## src/rtl/secded_dec_engine.sv

```systemverilog
// secded_dec_engine: reads Hamming(16,11) SECDED words from data memory,
// corrects single-bit errors, flags double-bit errors, and writes the
// 11-bit message plus two status flags back. Per-run error counts are kept.
//
// Outputs are registered. The next-cycle address, strobe and write data are
// computed from the next state, so each output is valid during the state it
// belongs to. Decode runs on the captured word. While in RD_HI, the high byte
// is taken straight from mem_rd_data, so the WR_LO data can be registered on
// the same edge that captures it.

module secded_dec_engine #(
    parameter int unsigned NUM_WORDS = 15,
    parameter int unsigned SRC_BASE  = 30,
    parameter int unsigned DST_BASE  = 0,
    parameter int unsigned AW        = 8
) (
    input  logic          clk,
    input  logic          reset,
    input  logic          start,
    output logic          done,
    output logic          busy,
    output logic [AW-1:0] mem_addr,
    input  logic [7:0]    mem_rd_data,
    output logic          mem_wr_en,
    output logic [7:0]    mem_wr_data,
    output logic [4:0]    n_single,
    output logic [4:0]    n_double
);

    localparam int unsigned IW  = (NUM_WORDS > 1) ? $clog2(NUM_WORDS) : 1;
    localparam int unsigned CW  = 5;
    localparam int unsigned MW  = 11;
    localparam logic [CW-1:0] CNT_MAX  = '1;
    localparam logic [IW-1:0] LAST_IDX = IW'(NUM_WORDS - 1);

    // Hamming positions of message bits d1..d11 (non-powers of two)
    localparam int unsigned DPOS [MW] = '{3, 5, 6, 7, 9, 10, 11, 12, 13, 14, 15};

    typedef enum logic [2:0] {
        IDLE  = 3'd0,
        RD_LO = 3'd1,
        RD_HI = 3'd2,
        WR_LO = 3'd3,
        WR_HI = 3'd4,
        DONE  = 3'd5
    } state_t;

    state_t        state_q, state_d;
    logic [IW-1:0] idx_q, idx_d;
    logic [7:0]    lo_q, lo_d;
    logic [7:0]    hi_q, hi_d;
    logic [CW-1:0] nsgl_d, ndbl_d;
    logic          done_d, busy_d, wr_en_d;
    logic [AW-1:0] addr_d;
    logic [7:0]    wr_data_d;

    logic [15:0]   word_c;
    logic [3:0]    syn_c;
    logic          par_c;
    logic          single_c;
    logic          double_c;
    logic [MW-1:0] msg_c;
    logic [7:0]    dec_lo_c;
    logic [7:0]    dec_hi_c;

    // Word to decode: the high byte bypasses its capture register while it is being read
    assign word_c = {(state_q == RD_HI) ? mem_rd_data : hi_q, lo_q};

    // Syndrome, overall parity, correction and output byte formatting
    always_comb begin
        syn_c    = '0;
        par_c    = 1'b0;
        msg_c    = '0;
        syn_c[3] = ^word_c[15:8];
        syn_c[2] = ^{word_c[15:12], word_c[7:4]};
        syn_c[1] = ^{word_c[15:14], word_c[11:10], word_c[7:6], word_c[3:2]};
        syn_c[0] = ^{word_c[15], word_c[13], word_c[11], word_c[9],
                     word_c[7],  word_c[5],  word_c[3],  word_c[1]};
        par_c    = ^word_c;
        single_c = par_c;
        double_c = !par_c && (syn_c != 4'd0);
        // A data bit flips only when parity is odd and the syndrome points at it
        for (int j = 0; j < int'(MW); j++) begin
            msg_c[j] = word_c[DPOS[j]] ^ (par_c && (syn_c == 4'(DPOS[j])));
        end
        dec_lo_c = msg_c[7:0];
        dec_hi_c = {double_c, single_c, 3'b000, msg_c[10:8]};
    end

    // Next-state, capture, counter and next-output logic
    always_comb begin
        state_d   = state_q;
        idx_d     = idx_q;
        lo_d      = lo_q;
        hi_d      = hi_q;
        nsgl_d    = n_single;
        ndbl_d    = n_double;
        done_d    = 1'b0;
        busy_d    = 1'b0;
        addr_d    = '0;
        wr_en_d   = 1'b0;
        wr_data_d = '0;

        case (state_q)
            IDLE, DONE: begin
                if (start) begin
                    state_d = RD_LO;
                    idx_d   = '0;
                    nsgl_d  = '0;
                    ndbl_d  = '0;
                end
            end
            RD_LO: begin
                lo_d    = mem_rd_data;
                state_d = RD_HI;
            end
            RD_HI: begin
                hi_d    = mem_rd_data;
                state_d = WR_LO;
            end
            WR_LO: begin
                state_d = WR_HI;
            end
            WR_HI: begin
                if (single_c && (n_single != CNT_MAX)) begin
                    nsgl_d = n_single + CW'(1);
                end
                if (double_c && (n_double != CNT_MAX)) begin
                    ndbl_d = n_double + CW'(1);
                end
                if (idx_q == LAST_IDX) begin
                    state_d = DONE;
                end else begin
                    idx_d   = idx_q + IW'(1);
                    state_d = RD_LO;
                end
            end
            default: begin
                state_d = IDLE;
            end
        endcase

        done_d = (state_d == DONE);
        busy_d = (state_d != IDLE) && (state_d != DONE);

        case (state_d)
            RD_LO: begin
                addr_d = AW'(SRC_BASE) + (AW'(idx_d) << 1);
            end
            RD_HI: begin
                addr_d = AW'(SRC_BASE) + (AW'(idx_d) << 1) + AW'(1);
            end
            WR_LO: begin
                addr_d    = AW'(DST_BASE) + (AW'(idx_d) << 1);
                wr_en_d   = 1'b1;
                wr_data_d = dec_lo_c;
            end
            WR_HI: begin
                addr_d    = AW'(DST_BASE) + (AW'(idx_d) << 1) + AW'(1);
                wr_en_d   = 1'b1;
                wr_data_d = dec_hi_c;
            end
            default: begin
                addr_d = '0;
            end
        endcase
    end

    // State, capture, counter and output registers with synchronous reset
    always_ff @(posedge clk) begin
        if (reset) begin
            state_q     <= IDLE;
            idx_q       <= '0;
            lo_q        <= '0;
            hi_q        <= '0;
            n_single    <= '0;
            n_double    <= '0;
            done        <= 1'b0;
            busy        <= 1'b0;
            mem_addr    <= '0;
            mem_wr_en   <= 1'b0;
            mem_wr_data <= '0;
        end else begin
            state_q     <= state_d;
            idx_q       <= idx_d;
            lo_q        <= lo_d;
            hi_q        <= hi_d;
            n_single    <= nsgl_d;
            n_double    <= ndbl_d;
            done        <= done_d;
            busy        <= busy_d;
            mem_addr    <= addr_d;
            mem_wr_en   <= wr_en_d;
            mem_wr_data <= wr_data_d;
        end
    end

endmodule

```

## config.mk

```make
export PLATFORM = sky130hd
export DESIGN_NAME = secded_dec_engine
export DESIGN_NICKNAME = d
export VERILOG_FILES = /design/src/rtl/secded_dec_engine.sv
export SDC_FILE = /design/constraint.sdc
export NUM_CORES = 1
export LEC_CHECK = 0
export CAP_MARGIN = 20
export CORE_ASPECT_RATIO = 0.75
export CORE_UTILIZATION = 50
export DETAILED_ROUTE_END_ITERATION = 8
export GPL_ROUTABILITY_DRIVEN = 0
export HOLD_SLACK_MARGIN = 0.08
export PLACE_DENSITY = 0.75
export REMOVE_ABC_BUFFERS = 1
export SLEW_MARGIN = 20
export SYNTH_ARGS = -nofsm -noshare
export SYNTH_HDL_FRONTEND = slang
export SYNTH_SLANG_ARGS = --single-unit
```

## constraint.sdc

```tcl
create_clock -name clk -period 5.2 [get_ports clk]
set_input_delay 1.04 -clock clk [delete_from_list [all_inputs] [get_ports clk]]
set_output_delay 1.04 -clock clk [all_outputs]
set_load 0.05 [all_outputs]
```

==> results.tsv <==
metric	value	unit
worst-path fanout max	21	
Top Ports	40	
number of synthesized flops with an enable pin	0	
worst hold start	n_double[4]$_SDFFE_PP0P_	
register area share after synthesis	35.5	%
first-pass GRT wire length	9490	microns
Hold Path Depth	2	
core area	5380	sq um
RSZ-0062 raised after global routing	no	
Initial DRC Count	145	
clock skew	9.72	ps
pwr dens	339	nW/um^2
CTS Hold Bufs	0	
flop-to-flop setup slack	1450	ps
Data arrival, critical path	3990	ps
CTS Buffer Depth	2	
library cells used by synthesis	49	
Worst-path clk slew	100	ps
RR Startpoint	state_q[1]$_SDFF_PP0_	
final antenna-violating net count	0	
leading cell type in the layout, fill and taps excluded	dfxtp_1	
final hold vios	0	
most area-consuming cells after synthesis	dfxtp_1 35%, xnor2_1 8.7%, mux2i_1 6.7%, nor2_1 5.6%, xor2_1 3.4%	
drt via density	5.26	
initial antenna violation count	0	
CTS tree	built	
critical path type	flop to flop	
status	finished, final reports clean	
Hold Path Sink	n_double[4]$_SDFFE_PP0P_	
# resized after CTS	0	
Tcrit/Tclk final	72.1	%
FF-to-FF path depth	8	
Crit-path slowest cell	nor3b_4	
Cell Area, Synth	2820	sq um
fraction of layout cells with a size suffix above 1	7.35	%
Std-Cell Rows	23	
largest net degree at the start of global routing	27	
Ys Warns	0	
crit-path cells	nor3b_4, mux2i_2, xnor3_1, and3_4, nor4_4, nor3_2, a311oi_4, mux2i_1	
worst-skew pair later-pin latency	310	ps
Initial Util	52.4	%
Mean Syn Cell Area	9.13	sq um
final setup margin	1450	ps
Hold Crit Class	flop to flop	
die width	88.7	microns
Die Span Y	67.0	microns
setup bufs post-CTS	0	
Area Growth Syn to Fin	17.7	%
clock period minus final worst setup slack	3750	ps
crit path from	state_q[1]$_SDFF_PP0_	
flops & latches, synth	50	
TNS Setup	0	ps
relative slew slack	44.1	%
# DRC	0	
Max H-tree Level	2	
Nets	357	
Critical Path Source Type	flop	
Avg WL per Cell	14.0	microns
Initial DRT Pass Iterations	5	
max incr delay on CP	820	ps
WP data required	5440	ps
top cell type's share of synthesized area	35.5	%
Buffers on Ports	37	
cell taking the most area after synthesis	dfxtp_1	
CTS Buf Count	5	
final WL	5800	microns
dpl hpwl	4290	microns
ys async rst share	0	%
root buffer selected by CTS	clkbuf_8	
final setup violation count	0	
Lkg Pwr	0.00121	uW
FMAX	0.267	GHz
top_reg_cell synth	dfxtp_1	
Die Footprint	5950	sq um
Layout fillers	483	
Ant. Diodes	0	
overflow left after global routing	0	
GRT Total Usage	21.1	%
dpl ws	1480	ps
Peak VDD IR	0.226	mV
Worst-Margin Slew	838	ps
vias in the first global route	1934	
Vias	2182	
max-slew violation total from the final report	0	
synthesized instance count	309	
final core occ	61.7	%
commonest cells after routing, fill and taps aside	50 x dfxtp_1, 42 x nor2_1, 37 x clkdlybuf4s50_1, 28 x xnor2_1, 19 x mux2i_1	
Reg2Reg Capture Point	n_double[4]$_SDFFE_PP0P_	
CP Capture Type	flop	
clock tree sinks	50	
max cap viols	0	
## worst max-delay path: cells and delay by family (launching register included)
kind / cells / cell delay (ps)
XOR/XNOR: 1 / 430
flip-flops: 1 / 770
multiplexers: 2 / 600
AO/OA/AOI/OAI: 1 / 400
AND/OR/NAND/NOR: 4 / 1470
## per-stage QoR
stage                     power, uW  hold slack, ps  cells  instance area (sq um)
after CTS                      1130             505    415                   3320
after global routing           1180             549    415                   3320
final                          1120             499    415                   3320
after detailed placement        881             489    407                   3220
after global placement          873             482    407                   3220
after floorplan                 786             482    294                   2750
## Yosys cell counts (5+ instances only)
master / count
nor2_1: 42
o22ai_1: 10
clkbuf_1: 11
xnor2_1: 28
nor3_1: 6
inv_1: 5
a21oi_1: 18
ha_1: 7
o21ai_0: 13
nand2b_1: 13
xor2_1: 11
nand3_1: 6
nand2_1: 8
mux2i_1: 19
nand3b_1: 5
dfxtp_1: 50
## logic make-up after synthesis
family,after synthesis,synth area share (%)
muxes,23,8.92
AOI/OAI and AO/OA,55,12.1
adders and majority gates,7,3.11
other,1,0.133
DFF,50,35.5
and+or+nand+nor,108,21.4
buffers and inverters,21,3.37
xor gates and xnor gates,44,15.4
## layer usage
layer,part of all wire (%),track usage [%]
met5,0,0
met4,0.76,5.44
met3,4.4,3.97
met2,42,30.7
met1,53,31.5
## area by class of cell
cell class                 instances  area (sq um)  share of cell area [%]
clock inverter                     2          17.5                   0.528
inverter                           5          18.8                   0.565
sequential                        50          1000                    30.2
clock buffer                       6          82.6                    2.49
tap                               75          93.8                    2.83
timing repair buffer              38           378                    11.4
multi-input combinational        239          1730                    52.1
## worst max-delay path by stage
stage,endpoint,cells past startpoint
2_1_floorplan,n_double[1]$_SDFFE_PP0P_,8
3_3_place_gp,n_single[2]$_SDFFE_PP0P_,9
3_5_place_dp,n_double[4]$_SDFFE_PP0P_,8
4_1_cts,n_double[4]$_SDFFE_PP0P_,8
5_1_grt,n_double[4]$_SDFFE_PP0P_,8
6_report,n_double[4]$_SDFFE_PP0P_,8
## flip-flops by register name, indices dropped and copies added (netlist names), 3 cells and up
register / count
lo_q: 8
mem_addr: 6
n_double: 5
idx_q: 4
n_single: 5
mem_wr_data: 8
state_q: 3
hi_q: 8
## where the power goes
group          leakage, uW  internal, uW  switching (uW)
clock            0.0000514           110             137
combinational     0.000753           183             267
sequential        0.000406           404            23.8
(Power assumes the default switching activity.)
